==> config.mk <==
export PLATFORM = sky130hd
export DESIGN_NAME = lsu_stage
export DESIGN_NICKNAME = d
export VERILOG_FILES = /design/src/rtl/lsu_stage.sv
export SDC_FILE = /design/constraint.sdc
export NUM_CORES = 1
export LEC_CHECK = 0
export CAP_MARGIN = 10
export CORE_UTILIZATION = 50
export DETAILED_ROUTE_END_ITERATION = 10
export PLACE_DENSITY = 0.86
export SETUP_SLACK_MARGIN = 0.3
export SLEW_MARGIN = 20
export SYNTH_ARGS = -nofsm -noshare
export SYNTH_HDL_FRONTEND = slang
export SYNTH_SLANG_ARGS = --single-unit
==> constraint.sdc <==
create_clock -name clk -period 4.7 [get_ports clk]
set_input_delay 0.47 -clock clk [delete_from_list [all_inputs] [get_ports clk]]
set_output_delay 0.47 -clock clk [all_outputs]
set_load 0.005 [all_outputs]
==> src/rtl/lsu_stage.sv <==
// Load/store unit between EX and MEM: issues data-memory requests, aligns and extends load data,
// and registers writeback fields. Optional misaligned-access trapping via LSU_MISALIGN_TRAP_EN.
`timescale 1ns/1ps
module lsu_stage #(
  parameter int XLEN    = 32,
  parameter int DADDR_W = 32
) (
  input  logic               clk,
  input  logic               rst_n,
  input  logic               ex_valid_i,
  output logic               ex_ready_o,
  input  logic               flush_i,
  input  logic [6:0]         opcode_i,
  input  logic [2:0]         funct3_i,
  input  logic [XLEN-1:0]    alu_res_i,
  input  logic [XLEN-1:0]    store_data_i,
  input  logic [4:0]         rd_addr_i,
  input  logic               wreg_i,
  input  logic [11:0]        csr_waddr_i,
  input  logic               csr_wreg_i,
  input  logic [XLEN-1:0]    csr_wdata_i,
  output logic               dmem_req_o,
  output logic               dmem_we_o,
  output logic [DADDR_W-1:0] dmem_addr_o,
  output logic [3:0]         dmem_be_o,
  output logic [XLEN-1:0]    dmem_wdata_o,
  input  logic               dmem_gnt_i,
  input  logic               dmem_rvalid_i,
  input  logic [XLEN-1:0]    dmem_rdata_i,
  output logic               valid_o,
  output logic [4:0]         rd_addr_o,
  output logic               wreg_o,
  output logic [XLEN-1:0]    wdata_o,
  output logic [11:0]        csr_waddr_o,
  output logic               csr_wreg_o,
  output logic [XLEN-1:0]    csr_wdata_o,
  output logic               misalign_o
);

  localparam logic [6:0] OPC_LOAD  = 7'b0000011;
  localparam logic [6:0] OPC_STORE = 7'b0100011;
  localparam logic [1:0] SZ_B      = 2'b00;
  localparam logic [1:0] SZ_H      = 2'b01;

  typedef enum logic [1:0] {S_IDLE, S_REQ, S_WAIT_R, S_DRAIN} state_e;

  state_e               state_q;
  logic                 dmem_req_q, dmem_we_q;
  logic [DADDR_W-1:0]   dmem_addr_q;
  logic [3:0]           dmem_be_q;
  logic [XLEN-1:0]      dmem_wdata_q;
  logic                 valid_q, wreg_q, csr_wreg_q;
  logic [4:0]           rd_addr_q;
  logic [XLEN-1:0]      wdata_q, csr_wdata_q;
  logic [11:0]          csr_waddr_q;

  // Writeback fields of the access in flight, copied to the outputs on completion.
  logic [4:0]           p_rd_addr_q;
  logic                 p_wreg_q, p_csr_wreg_q;
  logic [11:0]          p_csr_waddr_q;
  logic [XLEN-1:0]      p_csr_wdata_q;
  logic [2:0]           p_funct3_q;
  logic [1:0]           p_off_q;

  logic                 is_load, is_store, f3_ok, mem_op, trap_d, mem_go, accept, valid_d;
  logic [DADDR_W-1:0]   eff_addr;
  logic [1:0]           lane_off_d;
  logic [3:0]           be_d;
  logic [XLEN-1:0]      wdata_d, load_data_d;
  logic [15:0]          lane_d;

  assign ex_ready_o = (state_q == S_IDLE);
  assign accept     = ex_valid_i & ex_ready_o & ~flush_i;
  assign eff_addr   = alu_res_i[DADDR_W-1:0];

  // NOTE: every signal written in an always_comb gets a default first, so no path can infer a latch.
  always_comb begin
    is_load    = (opcode_i == OPC_LOAD);
    is_store   = (opcode_i == OPC_STORE);
    f3_ok      = 1'b0;
    lane_off_d = 2'b00;
    be_d       = 4'b1111;
    wdata_d    = store_data_i;
    if (is_load)
      f3_ok = (funct3_i[1:0] != 2'b11) && !(funct3_i[2] && funct3_i[1]);
    else if (is_store)
      f3_ok = !funct3_i[2] && (funct3_i[1:0] != 2'b11);
    mem_op = (is_load | is_store) & f3_ok;

    // Low address bits beyond the lane select are dropped, forcing the access aligned.
    case (funct3_i[1:0])
      SZ_B: begin
        lane_off_d = eff_addr[1:0];
        be_d       = 4'b0001 << lane_off_d;
        wdata_d    = {(XLEN/8){store_data_i[7:0]}};
      end
      SZ_H: begin
        lane_off_d = {eff_addr[1], 1'b0};
        be_d       = 4'b0011 << lane_off_d;
        wdata_d    = {(XLEN/16){store_data_i[15:0]}};
      end
      default: ;
    endcase

`ifdef LSU_MISALIGN_TRAP_EN
    trap_d = mem_op && (((funct3_i[1:0] == SZ_H) && eff_addr[0]) ||
                        ((funct3_i[1:0] == 2'b10) && (eff_addr[1:0] != 2'b00)));
`else
    trap_d = 1'b0;
`endif
    mem_go = mem_op & ~trap_d;

    valid_d = 1'b0;
    case (state_q)
      S_IDLE:   valid_d = accept & ~mem_go;
      S_REQ:    valid_d = dmem_gnt_i & dmem_we_q;
      S_WAIT_R: valid_d = dmem_rvalid_i & ~flush_i;
      default:  ;
    endcase
  end

  always_comb begin
    lane_d      = 16'(dmem_rdata_i >> {p_off_q, 3'b000});
    load_data_d = dmem_rdata_i;
    case (p_funct3_q[1:0])
      SZ_B:    load_data_d = {{(XLEN-8){lane_d[7] & ~p_funct3_q[2]}}, lane_d[7:0]};
      SZ_H:    load_data_d = {{(XLEN-16){lane_d[15] & ~p_funct3_q[2]}}, lane_d};
      default: ;
    endcase
  end

  // NOTE: sequential state uses non-blocking assignments only, so every register samples pre-edge values.
  always_ff @(posedge clk or negedge rst_n) begin
    if (!rst_n) begin
      state_q       <= S_IDLE;
      dmem_req_q    <= 1'b0;
      dmem_we_q     <= 1'b0;
      dmem_addr_q   <= '0;
      dmem_be_q     <= '0;
      dmem_wdata_q  <= '0;
      valid_q       <= 1'b0;
      rd_addr_q     <= '0;
      wreg_q        <= 1'b0;
      wdata_q       <= '0;
      csr_waddr_q   <= '0;
      csr_wreg_q    <= 1'b0;
      csr_wdata_q   <= '0;
      p_rd_addr_q   <= '0;
      p_wreg_q      <= 1'b0;
      p_csr_waddr_q <= '0;
      p_csr_wreg_q  <= 1'b0;
      p_csr_wdata_q <= '0;
      p_funct3_q    <= '0;
      p_off_q       <= '0;
    end else begin
      valid_q <= valid_d;
      case (state_q)
        S_IDLE: begin
          if (accept && mem_go) begin
            state_q       <= S_REQ;
            dmem_req_q    <= 1'b1;
            dmem_we_q     <= is_store;
            dmem_addr_q   <= {eff_addr[DADDR_W-1:2], 2'b00};
            dmem_be_q     <= be_d;
            dmem_wdata_q  <= wdata_d;
            p_rd_addr_q   <= rd_addr_i;
            p_wreg_q      <= wreg_i;
            p_csr_waddr_q <= csr_waddr_i;
            p_csr_wreg_q  <= csr_wreg_i;
            p_csr_wdata_q <= csr_wdata_i;
            p_funct3_q    <= funct3_i;
            p_off_q       <= lane_off_d;
          end else if (accept) begin
            // Pass-through, reserved-funct3 memory op, or trapped misaligned access.
            rd_addr_q   <= rd_addr_i;
            wreg_q      <= wreg_i & ~(is_load | is_store);
            wdata_q     <= alu_res_i;
            csr_waddr_q <= csr_waddr_i;
            csr_wreg_q  <= csr_wreg_i & ~trap_d;
            csr_wdata_q <= csr_wdata_i;
          end
        end
        S_REQ: begin
          if (dmem_gnt_i) begin
            dmem_req_q <= 1'b0;
            if (dmem_we_q) begin
              state_q     <= S_IDLE;
              rd_addr_q   <= p_rd_addr_q;
              wreg_q      <= 1'b0;
              csr_waddr_q <= p_csr_waddr_q;
              csr_wreg_q  <= p_csr_wreg_q;
              csr_wdata_q <= p_csr_wdata_q;
            end else begin
              state_q <= flush_i ? S_DRAIN : S_WAIT_R;
            end
          end else if (flush_i) begin
            dmem_req_q <= 1'b0;
            state_q    <= S_IDLE;
          end
        end
        S_WAIT_R: begin
          if (dmem_rvalid_i) begin
            state_q <= S_IDLE;
            if (!flush_i) begin
              rd_addr_q   <= p_rd_addr_q;
              wreg_q      <= p_wreg_q;
              wdata_q     <= load_data_d;
              csr_waddr_q <= p_csr_waddr_q;
              csr_wreg_q  <= p_csr_wreg_q;
              csr_wdata_q <= p_csr_wdata_q;
            end
          end else if (flush_i) begin
            state_q <= S_DRAIN;
          end
        end
        S_DRAIN: begin
          if (dmem_rvalid_i) state_q <= S_IDLE;
        end
        default: state_q <= S_IDLE;
      endcase
    end
  end

`ifdef LSU_MISALIGN_TRAP_EN
  logic misalign_q;
  // Only a trapped access completes straight from IDLE with the fault set; any other completion clears it.
  always_ff @(posedge clk or negedge rst_n) begin
    if (!rst_n)       misalign_q <= 1'b0;
    else if (valid_d) misalign_q <= (state_q == S_IDLE) & trap_d;
  end
  assign misalign_o = misalign_q;
`else
  assign misalign_o = 1'b0;
`endif

  assign dmem_req_o   = dmem_req_q;
  assign dmem_we_o    = dmem_we_q;
  assign dmem_addr_o  = dmem_addr_q;
  assign dmem_be_o    = dmem_be_q;
  assign dmem_wdata_o = dmem_wdata_q;
  assign valid_o      = valid_q;
  assign rd_addr_o    = rd_addr_q;
  assign wreg_o       = wreg_q;
  assign wdata_o      = wdata_q;
  assign csr_waddr_o  = csr_waddr_q;
  assign csr_wreg_o   = csr_wreg_q;
  assign csr_wdata_o  = csr_wdata_q;

endmodule

==> impl_metrics.ini <==
[layout]
multi_input_area_mm2 = 0.00411
final_util_pct = 72.7
syn_to_final_growth_pct = 41.6
antenna_cells = 0
most-common-layout-cells = nand2_1, clkdlybuf4s50_1, dfrtp_1
fill_cells = 1389
mostFrequentLayoutCell = nand2_1
final_nets = 1515
drive_gt1_share_pct = 4.19
seqCellArea_mm2 = 0.00526

[sta]
report.final.slew_viol_count = 0
setup_viol = 0
whs_ns = 0.0834
clock.fmax_mhz = 355
rsz0062_at_grt = no
finalCriticalPeriod_ns = 2.82
finalSetupTns_ns = 0
clock_skew_ns = 0.0202
worst_slew_pin_slew_ns = 0.944
finalHoldViolCount = 0
max_slew_margin_pct = 36.8
fin_crit_sh_pct = 60.0

[synthesis]
ys_async_sr_fraction_pct = 100
synth_cell_types = 38
synth_edf_count = 0
synth_area_per_cell_um2 = 9.08
synth_cells = 1065
seq_area_frac_synth_pct = 54.4
synth-seq-cells = 210
yosys_warnings = 0
ys.flop_type = dfrtp_1
synthesis.area_mm2 = 0.00967

[setup_path]
r2r-end = wdata_o[17]
r2r-start = state_q[0]
cp-end-kind = flop
regToRegSetupSlack_ns = 1.88
worstSetupStartpoint = state_q[0]
crit_type = flop to flop
worstPathMaxFanout = 42
cp.arrival_ns = 3.22
cp.required_ns = 5.10
r2r_cells = 8
cp-start-kind = flop

[drt]
wl_per_cell_um = 17.2
route.detailed.drc = 0
wirelength_mm = 27.8
drt_first_pass_iters = 5
antenna_left = 0
drt_iter0_markers = 515
via_per_inst = 5.34
via_count = 8654

[grt]
overflow = 0
grt_max_degree = 119
grt_pass1_wl_mm = 44.3
grt_use_total_pct = 28.2
grt_antenna_before_repair = 1
grt_pass1_vias = 8551

[power]
p_leak_uw = 0.00647
peakVddDrop_mv = 0.252
pwr_density_cell_mw_per_mm2 = 463

[die]
die_w_um = 141
ios = 319
dieArea_mm2 = 0.0199
core-area_mm2 = 0.0188
initial_core_util_pct = 51.3
die_h_um = 141
num_rows = 50

[clock_tree]
hold_buffers = 0
cts_setup_buffers = 0
h-tree-depth = 1
root_buffer = clkbuf_16
cts_buffers = 23
cts_tree = built
clkLatencyLatePin_ns = 0.51
ctsResizeCount = 0
clk_pin_slew_ns = 0.06
cts.sinks = 210
clk_path_buf_depth = 3

[run_status]
status = finished, final reports clean

[placement]
dp_hpwl_mm = 19.1
finalWeightedCongestion = 0.835
portBuffers = 315

[worst_hold_path]
hold_class = primary input to asynchronous set/reset pin

[job]
cap_violations = 0
[state kept, by name, summed over array words and instances (netlist names), 12 cells and up]
register       flops
csr_waddr_o       12
wdata_o           32
p_csr_wdata_q     32
csr_wdata_o       32
dmem_wdata_o      32
p_csr_waddr_q     12
dmem_addr_o       30
[final cells by class]
class,count,share of cell area (%)
multi-input cells,777,30.0
inverters,8,0.219
clock buffers,37,5.10
well taps,260,2.38
flip-flops and latches,210,38.4
repair buffers,326,23.8
clock inverters,3,0.165
[worst max-delay path, cell delays in order, from the launching register on]
cell	delay, ns
dfrtp_1	0.43
inv_1	0.19
ha_2	0.19
buf_4	0.45
mux2i_1	0.14
nor3_1	0.33
o21ai_4	0.32
buf_4	0.33
o31ai_1	0.29
[per-stage QoR]
step | total power [µW] | instances | area, µm² | setup slack [ns]
3_3_place_gp | 4570 | 1581 | 13000 | 1.69
4_1_cts | 6380 | 1621 | 13700 | 1.88
3_5_place_dp | 4640 | 1581 | 13000 | 1.62
5_1_grt | 6690 | 1621 | 13700 | 1.65
6_report | 6340 | 1621 | 13700 | 1.88
2_1_floorplan | 3490 | 1067 | 9670 | 2.69
[cell families after synthesis]
logic type      count (synthesis)  share of synthesized area, %
other cells                     1                        0.0388
fa+ha+maj                       6                         0.777
simple gates                  476                          19.1
compound gates                196                          12.1
buf+inv                        80                          3.62
flops                         210                          54.4
xor+xnor                        1                        0.0906
mux                            95                          9.86
[power by group]
part	leakage, µW	total (µW)	internal (µW)	switching, µW
Sequential	0.00282	2390	2170	216
Clock	0.000355	1720	1010	710
Combinational	0.00330	2230	1160	1060
[metal layers]
layer  share of wire [%]  vias to the layer above  global-route usage [%]
met3                 7.5                       60                    5.74
li1                    -                     4087                       -
met2                  48                      366                    47.2
met5               0.061                        -                       0
met4                 3.2                        2                    9.44
met1                  41                     4139                    36.8
[how the worst max path moves through the flow]
stage,cells past startpoint,end,slack (ns)
floorplan,9,csr_wdata_o[0],2.69
global placement,7,dmem_addr_o[19],1.69
detailed placement,7,dmem_addr_o[19],1.62
CTS,8,wdata_o[16],1.88
global route,7,csr_wdata_o[6],1.65
finish,8,wdata_o[17],1.88
[cells in the mapped netlist, drive strengths merged, types with 2 or more instances]
cell / number / area (µm²)
nand2: 412 / 1550
dfrtp: 210 / 5260
o21ai: 102 / 510
mux2i: 93 / 931
nor2: 44 / 165
a21oi: 43 / 215
clkbuf: 41 / 154
buf: 31 / 166
o31ai: 25 / 201
inv: 8 / 30.0
a2bb2oi: 6 / 52.6
ha: 6 / 75.1
o22a: 6 / 52.6
a31oi: 5 / 31.3
nand2b: 5 / 31.3
nand3: 4 / 20.0
nor2b: 3 / 18.8
nor3: 3 / 15.0
a221oi: 2 / 35.0
mux2: 2 / 22.5
o211ai: 2 / 15.0
o21bai: 2 / 15.0
(Power assumes the default switching activity.)
==> RTL edit: new RTL, config.mk and constraints unchanged <==
`DADDR_W`: 32 -> 16.
--- a/src/rtl/lsu_stage.sv
+++ b/src/rtl/lsu_stage.sv
@@ -3,7 +3,7 @@
 `timescale 1ns/1ps
 module lsu_stage #(
   parameter int XLEN    = 32,
-  parameter int DADDR_W = 32
+  parameter int DADDR_W = 16
 ) (
   input  logic               clk,
   input  logic               rst_n,
Ports: changed (resized dmem_addr_o); port bits go from 319 to 303. No check against the original RTL was run, so the function may have changed too.
==> RTL edit against the unedited design <==
  * Fmax shrank 2.4%
  * Sequential cell count shrank 16
  * Critical path depth stayed put
  * Clock skew down 0.011 ns
  * Synthesized area fell by 5.5%
  * First-iteration DRC count is 12% higher
  * Design area down 6.5%
  * Utilization decreased by 1.4 points
  * Count of clock-buffer cells in the layout fell by 19
  * Power down 6.8%
  * Critical endpoint is now p_csr_wdata_q[17]$_DFFE_PN0P_
  * Wire length down 4.5%
  * Setup slack got worse by 0.071 ns
==> RTL edit: results (changes against the unedited design) <==
* Clock tree buffer depth at 2 (was 3)
* Post-synth ARST share at 1.00 (unchanged)
* Tightest Hold Check Type: primary input to async pin (unchanged)
* Gr usage total at 0.290 (was 0.282)
* Worst clock skew at 0.00937 ns (was 0.0202 ns)
* Total Routed Length at 26600 µm (was 27800 µm)
* Number of antenna violations at the first check in global routing at 1 (unchanged)
* Synthesized instance count at 1016 (was 1065)
* Router iterations before antenna repair at 5 (unchanged)
* WL per Instance at 17.5 µm (was 17.2 µm)
* Worst r2r path cells at 8 (unchanged)
* Netlist cell types at 42 (was 38)
* Vias in the first global route at 8111 (was 8551)
* Main synth FF type: dfrtp_1 (unchanged)
* First-pass GRT wire length at 41800 µm (was 44300 µm)
* # Post-CTS Setup Buffers at 0 (unchanged)
* P_leak at 5.94 nW (was 6.47 nW)
* I/O Buffers at 299 (was 315)
* CTS resizes at 0 (unchanged)
* Reg-to-Reg Start: state_q[0]$_DFFE_PN0P_ (unchanged)
* Insertion delay to the later sink of the worst-skew pair at 0.43 ns (was 0.51 ns)
* Final Net Count at 1443 (was 1515)
* Largest cells by area after synthesis: dfrtp_1 (53%), nand2_1 (16%), mux2i_1 (10%) (was dfrtp_1 (54%), nand2_1 (16%), mux2i_1 (9.6%))
* DP Cell Count at 1484 (was 1581)
* Worst r2r dst: wdata_o[9]$_DFFE_PN0P_ (was wdata_o[17]$_DFFE_PN0P_)
* Launch point of the critical path: funct3_i[1] (was state_q[0]$_DFFE_PN0P_)
* WP data arrival at 3.25 ns (was 3.22 ns)
* Filler cells at 1344 (was 1389)
* Worst reg-to-reg setup slack at 1.88 ns (about the same)
* Top cells by count, synth: nand2_1 (395), dfrtp_1 (194), mux2i_1 (93), o21ai_0 (82), o21ai_1 (35) (was nand2_1 (412), dfrtp_1 (210), o21ai_0 (99), mux2i_1 (93), nor2_1 (44))
* Post-DP HPWL at 18300 µm (was 19100 µm)
* Vias per cell at 5.39 (was 5.34)
* Critical Path Sink: p_csr_wdata_q[17]$_DFFE_PN0P_ (was wdata_o[17]$_DFFE_PN0P_)
* Iteration-0 DRC Markers at 577 (was 515)
* Total CTS buffers at 17 (was 23)
* Yosys warns at 0 (unchanged)
* Layout cells sized above 1 at 0.0420 (was 0.0419)
* Max Fanout on Critical Path at 98 (was 42)
* Slew HR at 0.281 (was 0.368)
* WHS at 0.109 ns (was 0.0834 ns)
* Worst-path clk slew at about 0.070 ns
* GP Congestion at 0.863 (was 0.835)
* Sequential-to-total area share from yosys stat at 0.531 (was 0.544)
* VDD IR-drop max at 0.000297 V (was 0.000252 V)
* Root Driver: clkbuf_16 (unchanged)
* H-Tree Depth at 4 (was 1)
* Largest net degree at the start of global routing at 111 (was 119)
* Status: finished clean (unchanged)
## RTL edit: where the power goes
part	total [mW]	internal [mW]	switching, mW
Combinational	2.20	1.15	1.05
Clock	1.46	0.766	0.692
Sequential	2.25	2.03	0.224
## RTL edit: layer usage
| metal | up-vias | track usage | wire length (µm) |
|---|---|---|---|
| li1 | 3879 | - | - |
| met1 | 3888 | 0.362 | 10400 |
| met2 | 327 | 0.470 | 12900 |
| met3 | 75 | 0.0721 | 2200 |
| met4 | 0 | 0.143 | 1100 |
| met5 | - | 0 | 0 |
## RTL edit: final cells by class
| cell class | count | share of cell area |
|---|---|---|
| clock inverter | 13 | 0.0114 |
| antenna | 1 | 0.000196 |
| tap | 229 | 0.0224 |
| multi-input combinational | 745 | 0.310 |
| sequential | 194 | 0.379 |
| timing repair buffer | 310 | 0.241 |
| clock buffer | 18 | 0.0343 |
| inverter | 6 | 0.00176 |
## RTL edit: through the flow
stage               worst slack [ns]  cell area [µm²]
floorplan                       2.69             9150
global placement                1.50            12200
detailed placement              1.44            12200
CTS                             1.86            12800
global route                    1.61            12800
finish                          1.81            12800
## RTL edit: critical path: stages
cell and delay (ns):
clkdlybuf4s50_1 0.45, buf_4 0.32, o21ai_1 0.14, nand4_2 0.22, or2_4 0.86, buf_4 0.50, nand2_1 0.12, nand2_1 0.11
## RTL edit: kinds of logic after synthesis
kind of cell               share of synthesized area
AOI/OAI and AO/OA                              0.125
xor gates and xnor gates                    0.000959
adders and majority gates                    0.00821
buffers and inverters                         0.0389
DFF                                            0.531
muxes                                          0.104
other                                       0.000410
and+or+nand+nor                                0.191
